===== src/rtl/pl_stage_skid_if.sv =====
// Valid/ready beat channel carrying a control vector and a datapath payload.
// The master drives valid/ctrl/data; the slave drives ready.
interface pl_stage_skid_if #(
    parameter int DW = 32,
    parameter int CW = 8
);
    logic          valid;
    logic          ready;
    logic [CW-1:0] ctrl;
    logic [DW-1:0] data;

    modport master (output valid, ctrl, data, input ready);
    modport slave  (input valid, ctrl, data, output ready);
endinterface


===== src/rtl/pl_stage_skid.sv =====
// Elastic pipeline-stage register: main entry drives the output, a skid entry
// absorbs the one beat in flight when downstream stalls. Flush squashes or drops.
module pl_stage_skid #(
    parameter int DW         = 32,
    parameter int CW         = 8,
    parameter int FLUSH_MODE = 0
) (
    input  logic              CLK,
    input  logic              nRST,
    input  logic              flush,
    pl_stage_skid_if.slave    up,
    pl_stage_skid_if.master   dn,
    output logic [1:0]        occupancy
);
    logic          m_v, s_v, n_mv, n_sv;
    logic [CW-1:0] m_c, s_c, n_mc, n_sc;
    logic [DW-1:0] m_d, s_d, n_md, n_sd;
    logic          acc, pop;

    // in_ready depends only on registered state and flush, breaking the ready path
    assign up.ready = !s_v && !flush;
    assign dn.valid = m_v && !flush;
    assign dn.ctrl  = m_c;
    assign dn.data  = m_d;

    assign acc = up.valid && up.ready;
    assign pop = dn.valid && dn.ready;

    always_comb begin
        n_mv = m_v;
        n_mc = m_c;
        n_md = m_d;
        n_sv = s_v;
        n_sc = s_c;
        n_sd = s_d;
        if (flush) begin
            if (FLUSH_MODE == 0) begin
                n_mc = '0;
                n_sc = '0;
            end else begin
                n_mv = 1'b0;
                n_sv = 1'b0;
            end
        end else if (pop) begin
            if (s_v) begin
                n_mc = s_c;
                n_md = s_d;
                n_sv = 1'b0;
            end else if (acc) begin
                n_mc = up.ctrl;
                n_md = up.data;
            end else begin
                n_mv = 1'b0;
            end
        end else if (acc) begin
            if (!m_v) begin
                n_mv = 1'b1;
                n_mc = up.ctrl;
                n_md = up.data;
            end else begin
                n_sv = 1'b1;
                n_sc = up.ctrl;
                n_sd = up.data;
            end
        end
    end

    always_ff @(posedge CLK or negedge nRST) begin
        if (!nRST) begin
            m_v       <= 1'b0;
            m_c       <= '0;
            m_d       <= '0;
            s_v       <= 1'b0;
            s_c       <= '0;
            s_d       <= '0;
            occupancy <= 2'd0;
        end else begin
            m_v       <= n_mv;
            m_c       <= n_mc;
            m_d       <= n_md;
            s_v       <= n_sv;
            s_c       <= n_sc;
            s_d       <= n_sd;
            occupancy <= {1'b0, n_mv} + {1'b0, n_sv};
        end
    end

    // Skid is only ever filled behind a valid main entry
    a_skid_implies_main: assert property (@(posedge CLK) disable iff (!nRST)
        !(s_v && !m_v));

    a_data_stable: assert property (@(posedge CLK) disable iff (!nRST)
        (dn.valid && !dn.ready) |=> $stable(dn.data));
endmodule


===== src/flat_wrapper.sv =====
// flat-port wrapper written by rule: the top's interface ports become plain ports
module pl_stage_skid_flat 
#(
    parameter int DW         = 32,
    parameter int CW         = 8,
    parameter int FLUSH_MODE = 0
)
  (CLK, nRST, flush, occupancy, up_valid, up_ctrl, up_data, up_ready, dn_valid, dn_ctrl, dn_data, dn_ready);
  pl_stage_skid_if #(.DW(DW), .CW(CW)) up_i ();
  pl_stage_skid_if #(.DW(DW), .CW(CW)) dn_i ();
  input  logic CLK;
  input  logic nRST;
  input  logic flush;
  output logic [1:0] occupancy;
  input wire logic [$bits(up_i.valid)-1:0] up_valid;
  input wire logic [$bits(up_i.ctrl)-1:0] up_ctrl;
  input wire logic [$bits(up_i.data)-1:0] up_data;
  output wire logic [$bits(up_i.ready)-1:0] up_ready;
  output wire logic [$bits(dn_i.valid)-1:0] dn_valid;
  output wire logic [$bits(dn_i.ctrl)-1:0] dn_ctrl;
  output wire logic [$bits(dn_i.data)-1:0] dn_data;
  input wire logic [$bits(dn_i.ready)-1:0] dn_ready;
  assign up_i.valid = up_valid;
  assign up_i.ctrl = up_ctrl;
  assign up_i.data = up_data;
  assign up_ready = up_i.ready;
  assign dn_valid = dn_i.valid;
  assign dn_ctrl = dn_i.ctrl;
  assign dn_data = dn_i.data;
  assign dn_i.ready = dn_ready;
  pl_stage_skid #(.DW(DW), .CW(CW), .FLUSH_MODE(FLUSH_MODE)) u_core (.CLK(CLK), .nRST(nRST), .flush(flush), .up(up_i), .dn(dn_i), .occupancy(occupancy));
endmodule

===== config.mk =====
export PLATFORM = sky130hd
export DESIGN_NAME = pl_stage_skid_flat
export DESIGN_NICKNAME = d
export VERILOG_FILES = /design/src/rtl/pl_stage_skid_if.sv /design/src/rtl/pl_stage_skid.sv /design/src/flat_wrapper.sv
export SDC_FILE = /design/constraint.sdc
export NUM_CORES = 1
export LEC_CHECK = 0
export ABC_AREA = 1
export ABC_CLOCK_PERIOD_IN_PS = 2800
export BUFFER_PORTS_ARGS = -buffer_cell sky130_fd_sc_hd__buf_2
export CAP_MARGIN = 20
export CORE_MARGIN = 1.5
export CORE_UTILIZATION = 40
export CTS_CLUSTER_DIAMETER = 100
export DETAILED_ROUTE_END_ITERATION = 16
export HOLD_SLACK_MARGIN = 0.12
export PLACE_DENSITY = 0.67
export REMOVE_ABC_BUFFERS = 1
export SKIP_LAST_GASP = 1
export SLEW_MARGIN = 20
export SYNTH_ARGS = -nofsm -noshare
export SYNTH_HDL_FRONTEND = slang
export SYNTH_SLANG_ARGS = --single-unit

===== constraint.sdc =====
create_clock -name CLK -period 2.8 [get_ports CLK]
set_input_delay 0.56 -clock CLK [delete_from_list [all_inputs] [get_ports CLK]]
set_output_delay 0.56 -clock CLK [all_outputs]
set_load 0.005 [all_outputs]

======== Word level (Yosys, flattened, before mapping) ========
Cells that the tools add are included.
storage, ports and cells
  memories ................................ 0
  bits in read-only memories .............. 0
  latch bits .............................. 0
  flip-flop bits (word level) ............. 84
  memory bits (writable) .................. 0
  word-level logic and storage cells ...... 53
operators by class
  reductions and logical operators ........ 16
  div/mod/pow operators ................... 0
  magnitude comparators ................... 0
  bitwise gates (word level) .............. 2
  equal/unequal tests ..................... 3
  shift-type cells ........................ 0
  $mul .................................... 0
  $add $sub $neg .......................... 1
  mux-type cells .......................... 24
operators by type and width
  cell                                  count
  2-to-1 mux 32 bit                     5
  2-to-1 mux 8 bit                      10
  2-to-1 mux 1 bit                      9
  AND reduction 4 bit                   2
  nonzero test 2 bit                    4
  AND reduction 3 bit                   2
  nonzero test 3 bit                    2
  logical AND 1 bit                     4
  != test 2 bit, second input constant  2
  != test 3 bit, second input constant  1
  adder 1 x 1 -> 2 bit                  1
  zero test 1 bit                       2
  inverter 1 bit                        2

======== Depth between registers and ports, before layout ========
Gate-level depths: netlist of the first run.
  depth after elaboration ................. 8
  depth in mapped cells ................... 10
  gate-level depth less buffers ........... 8

======== Least setup slack after synthesis of the first run ========
No wires, ideal clock.
  path kind ............................... input -> register
  start ................................... input flush
  end ..................................... register u_core.occupancy[0]
  data required time ...................... 2.674 ns
  path slack .............................. 1.072 ns
  arrival time ............................ 1.602 ns
  stages .................................. 5
  path buffers ............................ 1
  path through ............................ nor3_2 -> nand2_1 -> clkbuf_1 -> a21oi_1 -> ha_1
on the way
  elaborated cells on any way between the ends .. 14
RTL lines
  element                   line                                      source
  start, declared           flat_wrapper.sv:13                        input logic flush;
  zero test 1 bit           pl_stage_skid.sv:21, pl_stage_skid.sv:22
  logical AND 1 bit         pl_stage_skid.sv:21                       assign up.ready = !s_v && !flush;
  logical AND 1 bit         pl_stage_skid.sv:26                       assign acc = up.valid && up.ready;
  2-to-1 mux 1 bit          pl_stage_skid.sv:55                       end else if (acc) begin
  2-to-1 mux 1 bit          pl_stage_skid.sv:44                       end else if (pop) begin
  2-to-1 mux 1 bit (*)      pl_stage_skid.sv:36                       if (flush) begin
  net u_core.n_sv           pl_stage_skid.sv:15                       logic m_v, s_v, n_mv, n_sv;
  adder 1 x 1 -> 2 bit (*)  pl_stage_skid.sv:84                       occupancy <= {1'b0, n_mv} + {1'b0, n_sv};
  end signal, assigned      pl_stage_skid.sv:84
  end, declared             pl_stage_skid.sv:13                       output logic [1:0] occupancy
Mark *: on every way through the listed nets, which the timed path passes. The rest lies on a longest branch.
A chain may end at the register's enable or synchronous reset.

======== Final worst setup path of the first run ========
  start ................................... register u_core.s_v
  end ..................................... output up_ready
on the way
  word-level cells in the longest chain between the ends .. 2
ends and longest elaborated chain
  element                 line                 source
  start, declared         pl_stage_skid.sv:15
  start signal, assigned  pl_stage_skid.sv:81  s_v <= n_sv;
  zero test 1 bit         pl_stage_skid.sv:21
  logical AND 1 bit       pl_stage_skid.sv:21
  end, declared           flat_wrapper.sv:18   output wire logic [$bits(up_i.ready)-1:0] up_ready;
No other way between the ends.

==> results of run 1 <==
==> per-stage QoR <==
stage	power [mW]	TNS [ns]	area, µm²	hold WS (ns)
5_1_grt	4.158	0	4663	0.1695
6_report	3.847	0	4663	0.1548
2_1_floorplan	2.472	-13.18	3766	0.2644
3_5_place_dp	3.015	0	4464	0.4542
3_3_place_gp	2.968	0	4464	0.4494
4_1_cts	3.895	0	4663	0.1609
==> cell usage after synthesis <==
library cell and number:
nor2_8 1, inv_2 3, o21ai_2 1, nand2_2 1, ha_1 1, nand3_2 1
nor2_2 2, a21oi_1 2, buf_1 1, nor2_1 3, dfrtp_1 84, o21ai_0 16
buf_2 9, buf_4 2, buf_6 4, nor3_2 1, inv_1 12, nand3_1 48
a22oi_1 1, nand2_1 314, clkbuf_1 13
==> registers in the layout, summed over array words and instances (netlist names) <==
register,count
u_core.s_d,32
u_core.s_c,8
u_core.occupancy,2
u_core.s_v,1
u_core.dn.ctrl,8
u_core.dn.data,32
u_core.m_v,1
==> routing by layer <==
metal / share of wire [%] / global-route usage, %
met1: 45 / 25.09
met2: 50 / 32.55
met3: 4.4 / 4.104
met4: 0.99 / 6.006
met5: 0 / 0
==> worst reg2reg max path, delay by kind of cell, from the launching register on <==
family / cells / cell delay (ns)
buf+inv: 2 / 0.68
flops: 1 / 0.78
simple gates: 5 / 0.49
==> cells by family after synthesis <==
kind of cell               after synthesis  synth area share, %
buffers and inverters                   44                5.452
DFF                                     84                53.57
adders and majority gates                1               0.3188
and+or+nand+nor                        371                37.95
AOI/OAI and AO/OA                       20                2.711
==> worst min-delay path by stage <==
stage / end / slack [ns] / start
after CTS: u_core.dn.ctrl[3] / 0.16 / nRST
final: u_core.dn.ctrl[3] / 0.15 / nRST
after floorplan: u_core.dn.ctrl[0] / 0.26 / nRST
after global placement: u_core.dn.data[29] / 0.45 / u_core.dn.data[29]
after detailed placement: u_core.dn.data[12] / 0.45 / u_core.dn.data[12]
after global routing: u_core.dn.ctrl[3] / 0.17 / nRST
==> layout make-up <==
cell class                 instances  area [µm²]
clock buffer                      10       127.6
clock inverter                     6       71.32
fill                             969        4708
inverter                          15       56.30
multi-input combinational        392        1622
sequential                        84        2102
tap                              129       161.4
timing repair buffer              97       523.0
==> report_power, final <==
part	leakage [nW]	internal [mW]	switching (mW)	total [mW]
Combinational	1.56	0.445	0.604	1.05
Clock	0.0935	0.420	0.451	0.872
Sequential	1.06	1.67	0.258	1.93
Total	2.71	2.53	1.31	3.85
==> run_results.csv, run 1 <==
group,metric,value,unit
outcome,status,"finished clean",
sta,fin_skew,0.008767,ns
cells_and_area,num-nets-final,645,
route,vias,3523,
job,drv_cap,0,
cts,htree_levels,3,
grt,grt_pass1_wl,15.75,mm
setup_path,cp-end-kind,"output pin",
setup_path,crit_cells,2,
logic_synthesis,postSynthCellCount,520,
power_and_ir_drop,p_leak,2.715,nW
cts,tritoncts,"built",
setup_path,cp_num_buf_inv,1,
logic_synthesis,ys_top_cells_by_area,"dfrtp_1, nand2_1, nand3_1, o21ai_0, clkbuf_1",
place,pre_cts_slack,0.4655,ns
place,io_buffers,88,
sta,fin_crit,2.054,ns
logic_synthesis,yosysTopAreaCell,"dfrtp_1",
cells_and_area,utilization,49.76,%
cts,cts_sinks,84,
grt,grt_overflow,0,
cells_and_area,layout_common_cells,"nand2_1, buf_2, dfrtp_1",
setup_path,timing.rr.end,"u_core.dn.data[19]",
logic_synthesis,synth_top_area_share,53.57,%
place,hpwl,6.318,mm
setup_path,cp_top_family,"flip-flops",
cts,cts_resized,0,
route,drc,0,
cells_and_area,syn2layout_area_growth,18.85,%
logic_synthesis,ys_seq_elements,84,
grt,grt_pass1_vias,3374,
sta,worst_pin_slew,0.6684,ns
route,ant_nets,0,
floorplanning,io_pins,89,
logic_synthesis,synth_cell_types,21,
cts,clock_latency,0.35,ns
setup_path,cp.arrival,1.49,ns
logic_synthesis,syn_area,3924,µm²
setup_path,r2r_cells,7,
cts,clk_pin_slew,0.08,ns
cts,postCtsSetupBuffers,0,
grt,antenna_found_initial,0,
setup_path,critPathKind,"reg -> out",
setup_path,cp_max_fo,20,
floorplanning,coreArea,9371,µm²
floorplanning,rows,35,
setup_path,crit_path_end,"up_ready",
setup_path,rr_startpoint,"u_core.s_v",
floorplanning,fp.dieW,102.0,µm
power_and_ir_drop,vdd.ir_drop.worst,0.0003714,V
sta,setup_violations,0,
cts,postCtsHoldBufs,0,
setup_path,slowest_stage,"dfrtp_1",
cells_and_area,fin_cells,733,
cts,cts_made_buffers,9,
cts,clockBufferDepth,2,
power_and_ir_drop,p_per_area,825.0,nW/µm²
floorplanning,start_util,41.87,%
logic_synthesis,ys_warn_count,0,
route,wire_per_inst,12.73,µm
floorplanning,dieArea,10410,µm²
logic_synthesis,avgSynthCellArea,7.546,µm²
setup_path,required,2.24,ns
sta,hold_viol,0,
setup_path,reg2reg_slack,0.80,ns
route,wl,9.334,mm
sta,rsz0062_at_grt,"no",
logic_synthesis,yosysSeqAreaShare,53.57,%
setup_path,startpoint_type,"register",
place,gp_congestion,0.7319,
cts,cts_root_buf,"clkbuf_8",
sta,fin_crit_sh,73.36,%
sta,max_freq,0.4869,GHz
route,drt_iter0_drc,215,
cells_and_area,final_common_cell,"nand2_1",
grt,grt_max_degree,51,
sta,slew_headroom,55.44,%
floorplanning,dieHeight,102.0,µm
setup_path,crit_path_start,"u_core.s_v",
route,vias_per_cell,4.806,
grt,gr-usage-all-layers,19.34,%
cells_and_area,num_antenna_cells,0,
route,dr.pass1.iters,5,
setup_path,slowest_delay,0.78,ns
place,placed_cells,717,
sta,setup_ws,0.7460,ns
setup_path,crit_path_cell_trace,"nor2_1 > buf_2",
cells_and_area,drive_gt1_share,20.36,%
sta,finalMaxSlewViolations,0,
min_path,hold_class,"in -> async",
Power figures use the tool's default switching activity.
==> run 2: changes to the inputs <==
--- a/config.mk
+++ b/config.mk
@@ -5,8 +5,8 @@
 export SDC_FILE = /design/constraint.sdc
 export NUM_CORES = 1
 export LEC_CHECK = 0
-export ABC_AREA = 1
-export ABC_CLOCK_PERIOD_IN_PS = 2800
+export ABC_AREA = 0
+export ABC_CLOCK_PERIOD_IN_PS = 1700
 export BUFFER_PORTS_ARGS = -buffer_cell sky130_fd_sc_hd__buf_2
 export CAP_MARGIN = 20
 export CORE_MARGIN = 1.5
@@ -14,7 +14,7 @@
 export CTS_CLUSTER_DIAMETER = 100
 export DETAILED_ROUTE_END_ITERATION = 16
 export HOLD_SLACK_MARGIN = 0.12
-export PLACE_DENSITY = 0.67
+export PLACE_DENSITY = 0.7
 export REMOVE_ABC_BUFFERS = 1
 export SKIP_LAST_GASP = 1
 export SLEW_MARGIN = 20
==> constraint.sdc (replaced) <==
create_clock -name CLK -period 1.7 [get_ports CLK]
set_input_delay 0.34 -clock CLK [delete_from_list [all_inputs] [get_ports CLK]]
set_output_delay 0.34 -clock CLK [all_outputs]
set_load 0.005 [all_outputs]
==> run 2 against run 1 <==
Net effect:
- synthesized cell count decreased by 49%
- count of clock-buffer cells in the layout up 1
- final cell count fell by 35%
- total power grew 89%
- via count down 31%
- highest routed layer unchanged
- critical path depth is 2 higher
- synthesized area down 3.6%
- largest power group unchanged
- first-iteration DRC count is 74% lower
- register-to-register slack lost 0.76 ns
- critical endpoint is now u_core.dn.data[27]
==> run_results.csv, run 2 <==
group,metric,value,unit
cells_and_area,num_antenna_cells,0,
logic_synthesis,synth_most_common_cell,"dfrtp_1",
place,pre_cts_slack,-0.03939,ns
route,wl,7.236,mm
logic_synthesis,synth_edf_count,0,
logic_synthesis,yosysTopAreaCell,"dfrtp_1",
setup_path,reg2reg_slack,0.04,ns
route,dr.pass1.iters,4,
sta,fin_crit,1.656,ns
setup_path,critPathKind,"reg -> reg",
place,io_buffers,88,
logic_synthesis,yosysSeqAreaShare,55.59,%
setup_path,timing.rr.end,"u_core.dn.data[27]",
logic_synthesis,postSynthCellCount,264,
setup_path,required,1.92,ns
setup_path,r2r_cells,4,
cts,cts_made_buffers,9,
cells_and_area,layout_common_cells,"buf_2, dfrtp_1, mux2_2",
floorplanning,rows,35,
logic_synthesis,ys_seq_elements,84,
route,drc,0,
grt,grt_max_degree,40,
outcome,status,"finished clean",
setup_path,cp_max_fo,20,
floorplanning,fp.dieW,100.2,µm
sta,hold_viol,0,
setup_path,slowest_stage,"dfrtp_1",
setup_path,crit_path_cell_trace,"and4b_2 > buf_12 > mux2_2 > mux2_2",
route,drt_iter0_drc,55,
cts,cts_root_buf,"clkbuf_8",
setup_path,cp-end-kind,"register",
cells_and_area,drive_gt1_share,59.62,%
cts,cts_sinks,84,
floorplanning,start_util,41.12,%
cts,clk_pin_slew,0.08,ns
power_and_ir_drop,finalPower,7.272,mW
logic_synthesis,ys.flop_type,"dfrtp_1",
cts,clock_latency,0.34,ns
cts,tritoncts,"built",
sta,tns,0,ns
cts,clockBufferDepth,2,
power_and_ir_drop,vdd.ir_drop.worst,0.0008468,V
floorplanning,dieArea,10050,µm²
sta,worst_pin_slew,0.4264,ns
job,drv_cap,0,
grt,grt_overflow,0,
logic_synthesis,synth_common_cells,"dfrtp_1, mux2_2, nand2_1",
floorplanning,io_pins,89,
setup_path,startpoint_type,"register",
power_and_ir_drop,p_leak,2.179,nW
logic_synthesis,synth_cell_types,26,
place,hpwl,5.248,mm
sta,slew_headroom,71.44,%
power_and_ir_drop,p_per_area,1545,nW/µm²
sta,max_freq,0.6037,GHz
floorplanning,dieHeight,100.2,µm
setup_path,cp.arrival,1.88,ns
sta,rsz0062_at_grt,"no",
sta,setup_ws,0.04350,ns
grt,gr-usage-all-layers,15.25,%
setup_path,slowest_delay,0.42,ns
logic_synthesis,async_flop_share,100.0,%
sta,fin_crit_sh,97.44,%
setup_path,crit_path_end,"u_core.dn.data[27]",
logic_synthesis,synth_top_area_share,55.59,%
setup_path,rr_startpoint,"u_core.s_v",
floorplanning,coreArea,9196,µm²
route,vias_per_cell,5.092,
logic_synthesis,syn_area,3781,µm²
min_path,hold_class,"in -> reg",
route,vias,2444,
route,ant_nets,0,
setup_path,crit_path_start,"u_core.s_v",
grt,grt_pass1_vias,2548,
grt,antenna_found_initial,0,
cells_and_area,syn2layout_area_growth,24.52,%
cells_and_area,final_common_cell,"buf_2",
cells_and_area,utilization,51.20,%
logic_synthesis,ys_warn_count,0,
cts,htree_levels,3,
sta,finalMaxSlewViolations,0,
sta,fin_skew,0.01268,ns
grt,grt_pass1_wl,11.94,mm
cells_and_area,num-nets-final,410,
logic_synthesis,avgSynthCellArea,14.32,µm²
logic_synthesis,ys_top_cells_by_area,"dfrtp_1, mux2_2, mux2_4, buf_6, a311oi_1",
setup_path,cpMostUsedCell,"mux2_2",
place,gp_congestion,0.7996,
sta,setup_violations,0,
route,wire_per_inst,15.08,µm
run 2: cell types whose count changed after synthesis, sizes merged, moves of 4 or more:
| cell | change |
|---|---|
| nand3 | -45 |
| clkbuf | -10 |
| nand2 | -297 |
| mux2 | +97 |
| nor2 | -4 |
| a311oi | +8 |
| a21oi | +10 |
| o21ai | -13 |
| a22o | +4 |
| inv | -14 |
run 2: cell families (layout without fill, tap and decap cells):
family                   Yosys count  after routing  synth area share [%]
AND/OR/NAND/NOR                   33             33                 4.898
multiplexers                      97             97                 29.98
adder cells (fa/ha/maj)            1              1                0.3309
flip-flops                        84             84                 55.59
AO/OA/AOI/OAI                     31             31                 5.460
buffers and inverters             18            123                 3.739
run 2: power by group:
group / switching (mW) / internal, mW / leakage, nW
Sequential: 0.438 / 2.88 / 1.03
Combinational: 0.897 / 1.46 / 1.04
Clock: 0.690 / 0.910 / 0.112
run 2: critical path: cells and delay by family (launching register included):
| family | cells | cell delay, ns |
|---|---|---|
| buffers and inverters | 1 | 0.18 |
| multiplexers | 2 | 0.61 |
| flip-flops | 1 | 0.42 |
| AND/OR/NAND/NOR | 1 | 0.33 |
run 2: what timing repair did:
item,in CTS,in global routing
endpoints found under the setup margin,2,8
buffers inserted,0,1
gates cloned,0,1
gates resized for setup,1,0
hold buffers,1,0
hold endpoints to repair,22,0
pin swaps,0,0
run 2: area by class of cell:
| cell class | instances | area, µm² |
|---|---|---|
| fill | 834 | 4488 |
| sequential | 84 | 2103 |
| multi-input combinational | 162 | 1541 |
| timing repair buffer | 106 | 685.7 |
| clock buffer | 11 | 151.4 |
| tap | 111 | 138.9 |
| clock inverter | 5 | 83.83 |
| inverter | 1 | 3.754 |
run 2: worst min path at each step:
| stage | cells past startpoint | slack, ns | start | end |
|---|---|---|---|---|
| after global routing | 2 | 0.22 | up_data[28] | u_core.s_d[28] |
| final | 2 | 0.24 | up_data[9] | u_core.s_d[9] |
| after CTS | 2 | 0.21 | up_data[9] | u_core.s_d[9] |
| after floorplan | 0 | 0.04 | nRST | u_core.dn.ctrl[0] |
| after global placement | 1 | 0.27 | nRST | u_core.dn.ctrl[5] |
| after detailed placement | 1 | 0.27 | nRST | u_core.dn.ctrl[5] |
run 2: stage by stage:
step / hold WS (ns) / area, µm² / cells
floorplan: 0.04441 / 3643 / 247
global placement: 0.2692 / 4417 / 461
detailed placement: 0.2735 / 4417 / 461
CTS: 0.2128 / 4663 / 478
global route: 0.2169 / 4708 / 480
finish: 0.2387 / 4708 / 480
run 2: routing by layer:
metal | part of all wire (%) | wire [µm] | track usage (%) | vias up
met5 | 0 | 0 | 0 | -
met4 | 1.3 | 93 | 4.767 | 0
met3 | 5.4 | 388 | 4.178 | 9
met2 | 51 | 3659 | 26.79 | 76
met1 | 43 | 3095 | 18.18 | 1200
li1 | - | - | - | 1159
